===== src/rtl/fifo_pkg.sv =====
// fifo_pkg: shared fifo geometry, word type and a counter-width helper for the fifo read-side drain.
package fifo_pkg;
  localparam int FIFO_WIDTH = 8;
  localparam int FIFO_DEPTH = 16;
  typedef logic [FIFO_WIDTH-1:0] fifo_word_t;
  function automatic int cnt_width(input int n);
    return (n > 1) ? $clog2(n) : 1;
  endfunction
endpackage


===== src/rtl/fifo_skid_buf.sv =====
// fifo_skid_buf: 2-entry in-order buffer that absorbs the fifo read latency; head is always on rdata.
module fifo_skid_buf
  import fifo_pkg::*;
#(
  parameter int WIDTH = FIFO_WIDTH
) (
  input  logic             clk,
  input  logic             rst_n,
  input  logic             wr,
  input  logic [WIDTH-1:0] wdata,
  input  logic             rd,
  output logic [WIDTH-1:0] rdata,
  output logic [1:0]       occ
);
  logic [WIDTH-1:0] mem_q [2];
  logic             rd_ptr_q, wr_ptr_q;
  logic [1:0]       occ_q, occ_d;
  always_comb occ_d = occ_q + 2'(wr) - 2'(rd);
  always_ff @(posedge clk or negedge rst_n) begin
    if (!rst_n) begin
      mem_q[0] <= '0;
      mem_q[1] <= '0;
      rd_ptr_q <= 1'b0;
      wr_ptr_q <= 1'b0;
      occ_q    <= 2'd0;
    end else begin
      if (wr) mem_q[wr_ptr_q] <= wdata;
      wr_ptr_q <= wr_ptr_q ^ wr;
      rd_ptr_q <= rd_ptr_q ^ rd;
      occ_q    <= occ_d;
    end
  end
  assign rdata = mem_q[rd_ptr_q];
  assign occ   = occ_q;
  // The upstream reservation must never let a capture land on a full buffer or a pop hit an empty one.
  assert property (@(posedge clk) disable iff (!rst_n) !(wr && !rd && occ_q == 2'd2));
  assert property (@(posedge clk) disable iff (!rst_n) !(rd && occ_q == 2'd0));
endmodule


===== src/rtl/fifo_stream_drain.sv =====
// fifo_stream_drain: pulls words from the fifo into a valid/ready stream framed in PKT_LEN-beat packets.
// Define FIFO_DRAIN_CNT_EN to add the 32-bit xfer_cnt output counting accepted beats.
module fifo_stream_drain
  import fifo_pkg::*;
#(
  parameter int WIDTH   = FIFO_WIDTH,
  parameter int PKT_LEN = 16
) (
  input  logic             clk,
  input  logic             rst,
  input  logic             fifo_empty,
  input  logic [WIDTH-1:0] fifo_data,
  output logic             rd_en,
  output logic             m_valid,
  input  logic             m_ready,
  output logic [WIDTH-1:0] m_data,
  output logic             m_last
`ifdef FIFO_DRAIN_CNT_EN
  ,
  output logic [31:0]      xfer_cnt
`endif
);
  localparam int CW = cnt_width(PKT_LEN);
  localparam logic [CW-1:0] LAST = CW'(PKT_LEN - 1);
  logic          inflight_q;
  logic [1:0]    occ;
  logic          pop;
  logic [2:0]    pend;
  logic [CW-1:0] beat_cnt_q, beat_cnt_d;
  fifo_skid_buf #(.WIDTH(WIDTH)) u_skid (
    .clk   (clk),
    .rst_n (rst),
    .wr    (inflight_q),
    .wdata (fifo_data),
    .rd    (pop),
    .rdata (m_data),
    .occ   (occ)
  );
  assign m_valid = occ != 2'd0;
  assign pop     = m_valid && m_ready;
  // Slots already claimed after this edge: buffered plus in flight, minus the beat leaving now.
  assign pend    = {1'b0, occ} + {2'b0, inflight_q} - {2'b0, pop};
  assign rd_en   = rst && !fifo_empty && pend < 3'd2;
  assign m_last  = m_valid && beat_cnt_q == LAST;
  always_comb beat_cnt_d = !pop ? beat_cnt_q : (beat_cnt_q == LAST) ? '0 : beat_cnt_q + 1'b1;
  always_ff @(posedge clk or negedge rst) begin
    if (!rst) begin
      inflight_q <= 1'b0;
      beat_cnt_q <= '0;
    end else begin
      inflight_q <= rd_en;
      beat_cnt_q <= beat_cnt_d;
    end
  end
`ifdef FIFO_DRAIN_CNT_EN
  logic [31:0] xfer_cnt_q;
  always_ff @(posedge clk or negedge rst) begin
    if (!rst) xfer_cnt_q <= '0;
    else      xfer_cnt_q <= xfer_cnt_q + 32'(pop);
  end
  assign xfer_cnt = xfer_cnt_q;
`endif
endmodule


===== config.mk =====
export PLATFORM = sky130hd
export DESIGN_NAME = fifo_stream_drain
export DESIGN_NICKNAME = d
export VERILOG_FILES = /design/src/rtl/fifo_pkg.sv /design/src/rtl/fifo_skid_buf.sv /design/src/rtl/fifo_stream_drain.sv
export SDC_FILE = /design/constraint.sdc
export NUM_CORES = 1
export LEC_CHECK = 0
export CAP_MARGIN = 25
export CORE_ASPECT_RATIO = 0.7
export CORE_MARGIN = 3
export CORE_UTILIZATION = 49
export CTS_CLUSTER_SIZE = 25
export DETAILED_ROUTE_END_ITERATION = 16
export GPL_ROUTABILITY_DRIVEN = 0
export PLACE_DENSITY = 0.77
export SLEW_MARGIN = 5
export SYNTH_ARGS = -nofsm -noshare
export SYNTH_HDL_FRONTEND = slang
export SYNTH_SLANG_ARGS = --single-unit

===== constraint.sdc =====
create_clock -name clk -period 2.8 [get_ports clk]
set_input_delay 0.28 -clock clk [delete_from_list [all_inputs] [get_ports clk]]
set_output_delay 0.28 -clock clk [all_outputs]
set_load 0.005 [all_outputs]

==> out/results.txt <==
status: finished, final reports clean
critical path's top delay family: adder cells
XOR/XNOR share of the synthesized area: 0.0230
library cells used by synthesis: 17
Synth Flop Type: dfrtp_1
drt total wl: 2080 um
pins over their slew limit: 0
Net Sw Power: 498 uW
Post-Syn Instances: 85
mux cell area share after synthesis: 0.237
FP Rows: 13
die height: 46.4 um
fmax: 379 MHz
WL met2: 1040 um
Post-synth EDFFs: 0
max_cap viols: 0
setup slack after layout: 164 ps
Total GRT Usage: 0.171
worst-case reg-to-reg path depth: 8
WL per Instance: 14.3 um
Crit. End Element: output port
most frequent cells in the layout: 25 x dfrtp_1, 24 x mux2_2, 21 x clkdlybuf4s50_1
first-pass iteration count of the detailed router: 4
Buffers on Ports: 22
post-DP HPWL: 1580 um
DRC viols: 0
share of layout cells above drive strength 1: 0.348
diode count: 0
Design Power: 1570 uW
unrepaired setup endpoints after global routing: no
Critical Path RT: 2520 ps
via/cell ratio: 5.03
CTS tree: done
Seq/Total Area, Yosys: 0.548
clock sink count: 25
top cell type's share of synthesized area: 0.548
Static Leak: 0.000669 uW
Crit-path slowest cell: fa_2
Initial Util: 0.566
initial antenna violation count: 0
Overflow after GRT: 0
Slew HR: 0.727
leading area contributor after synthesis: dfrtp_1
crit-path most repeated cell: ha_1
CTS Buffer Depth: 2
cts hold-fix bufs: 0
Setup Skew: 2.53 ps
clock slew at reported path FFs: 130 ps
crit path time final: 2640 ps
Switching Share: 0.317
commonest non-fill, non-tap cell in the layout: dfrtp_1
crit path DAT: 2360 ps
Power Internal: 1070 uW
CTS Buf Count: 3
yosys warns: 0
io pins: 23
synthesized flop and latch total: 25
Mapped Area: 1140 um2
Peak VDD IR: 0.000622 V
Setup crit start kind: register
met3 routed WL: 114 um
global-route wire length before repair: 3660 um
largest net degree at the start of global routing: 26
synthesized area per cell: 13.4 um2
fraction of registers with async set/reset: 1.00
Crit path buffers/inverters: 3
Final Cycle Share: 0.941
syn_nets: 103
adder-cell share of the synthesized area: 0.0723
dpl ws: -216 ps
Area growth syn-to-layout: 28.7%
vias in the first global route: 823
sequential share of power: 0.422
Vias: 729
die footprint: 2960 um2
combinational power share: 0.476
Clock power frac: 0.102
Simple-Gate Fraction of Synth Area: 0.0460
largest family of logic cells by synthesized area: multiplexers
latest clock arrival within the worst-skew pair: 320 ps
M1 WL: 891 um
Final setup viols: 0
pwr/cell area: 1070 nW/um2
antenna viol nets, final: 0
Worst-Margin Slew: 410 ps
Crit path depth: 8
CP max stage delay: 470 ps
fin nets: 134
Synth area leaders: dfrtp_1 55%, mux2_2 24%, ha_1 5.5%, nand2_1 2.3%, xnor2_1 2.3%
min-delay worst type: in -> async
Root Buffer: clkbuf_4
core area: 2020 um2
Cell Chain, Critical Path: o21ai_2 > inv_2 > ha_1 > inv_1 > ha_1 > fa_2 > nor4b_4 > buf_2
Fin. Hold Viols: 0
Detailed Route Iter0 Violations: 32
Top Metal Used: met4
H-tree levels: 1
CP max FO: 3
TNS Setup: 0 ps
critical path type: reg -> out
complex-gate fraction of the synthesized area: 0.0383
die width: 63.7 um
[power groups by stage]
| stage | combinational (uW) | sequential [uW] | clock [uW] |
|---|---|---|---|
| after global placement | 691 | 660 | 0 |
| after detailed placement | 714 | 676 | 0 |
| after CTS | 722 | 667 | 162 |
| after floorplan | 439 | 619 | 0 |
| after global routing | 829 | 689 | 181 |
| final | 748 | 663 | 160 |
[per-stage QoR]
stage | instances | area [um2] | utilization | hold slack, ps
final | 145 | 1470 | 0.729 | 399
after global routing | 145 | 1470 | 0.729 | 395
after CTS | 143 | 1440 | 0.716 | 392
after detailed placement | 138 | 1420 | 0.702 | 481
after global placement | 138 | 1420 | 0.702 | 477
after floorplan | 85 | 1140 | - | -15.6
[state kept, by name (all words and copies together), names as in the netlist]
signal / flops
u_skid.mem_q: 16
inflight_q: 1
beat_cnt_q: 4
u_skid.occ: 2
u_skid.wr_ptr_q: 1
u_skid.rd_ptr_q: 1
[per-layer routing]
layer / global-route usage / up-vias
met5: 0 / -
met1: 0.198 / 360
met3: 0.0561 / 5
li1: - / 348
met4: 0.0644 / 0
met2: 0.303 / 16
[logic make-up (layout without fill, tap and decap cells)]
logic type / count (synthesis) / in the layout
flops: 25 / 25
mux: 24 / 24
simple gates: 10 / 10
buf+inv: 10 / 40
compound gates: 7 / 7
fa+ha+maj: 6 / 6
xor+xnor: 3 / 3
[area by class of cell]
class	instances	area, um2
Fill cell	154	547
Timing Repair Buffer	29	268
Multi-Input combinational cell	50	487
Tap cell	30	37.5
Sequential cell	25	626
Clock buffer	4	26.3
Inverter	7	26.3
[repair_timing]
| item | 4_1_cts | 5_1_grt |
|---|---|---|
| gates cloned | 0 | 0 |
| pin swaps | 1 | 2 |
| setup endpoints to repair | 1 | 1 |
| resized for setup | 4 | 2 |
| setup buffers | 1 | 2 |
[synthesized netlist by cell type (2+ instances only)]
library cell	count
ha_1	5
nand2_1	7
xnor2_1	3
o21ai_0	2
buf_2	3
inv_1	6
mux2_2	24
a21oi_1	2
dfrtp_1	25
[path summary, 6_finish.rpt]
kind / to / from / slack (ps)
hold reg to reg: beat_cnt_q[3] / beat_cnt_q[3] / 510
hold / removal: beat_cnt_q[2] / rst / 400
max in group asynchronous: beat_cnt_q[1] / rst / 2160
setup / recovery: rd_en / u_skid.occ[0] / 160
min in group clk: beat_cnt_q[3] / beat_cnt_q[3] / 510
setup reg to reg: inflight_q / u_skid.occ[0] / 730
(Power assumes the default switching activity.)
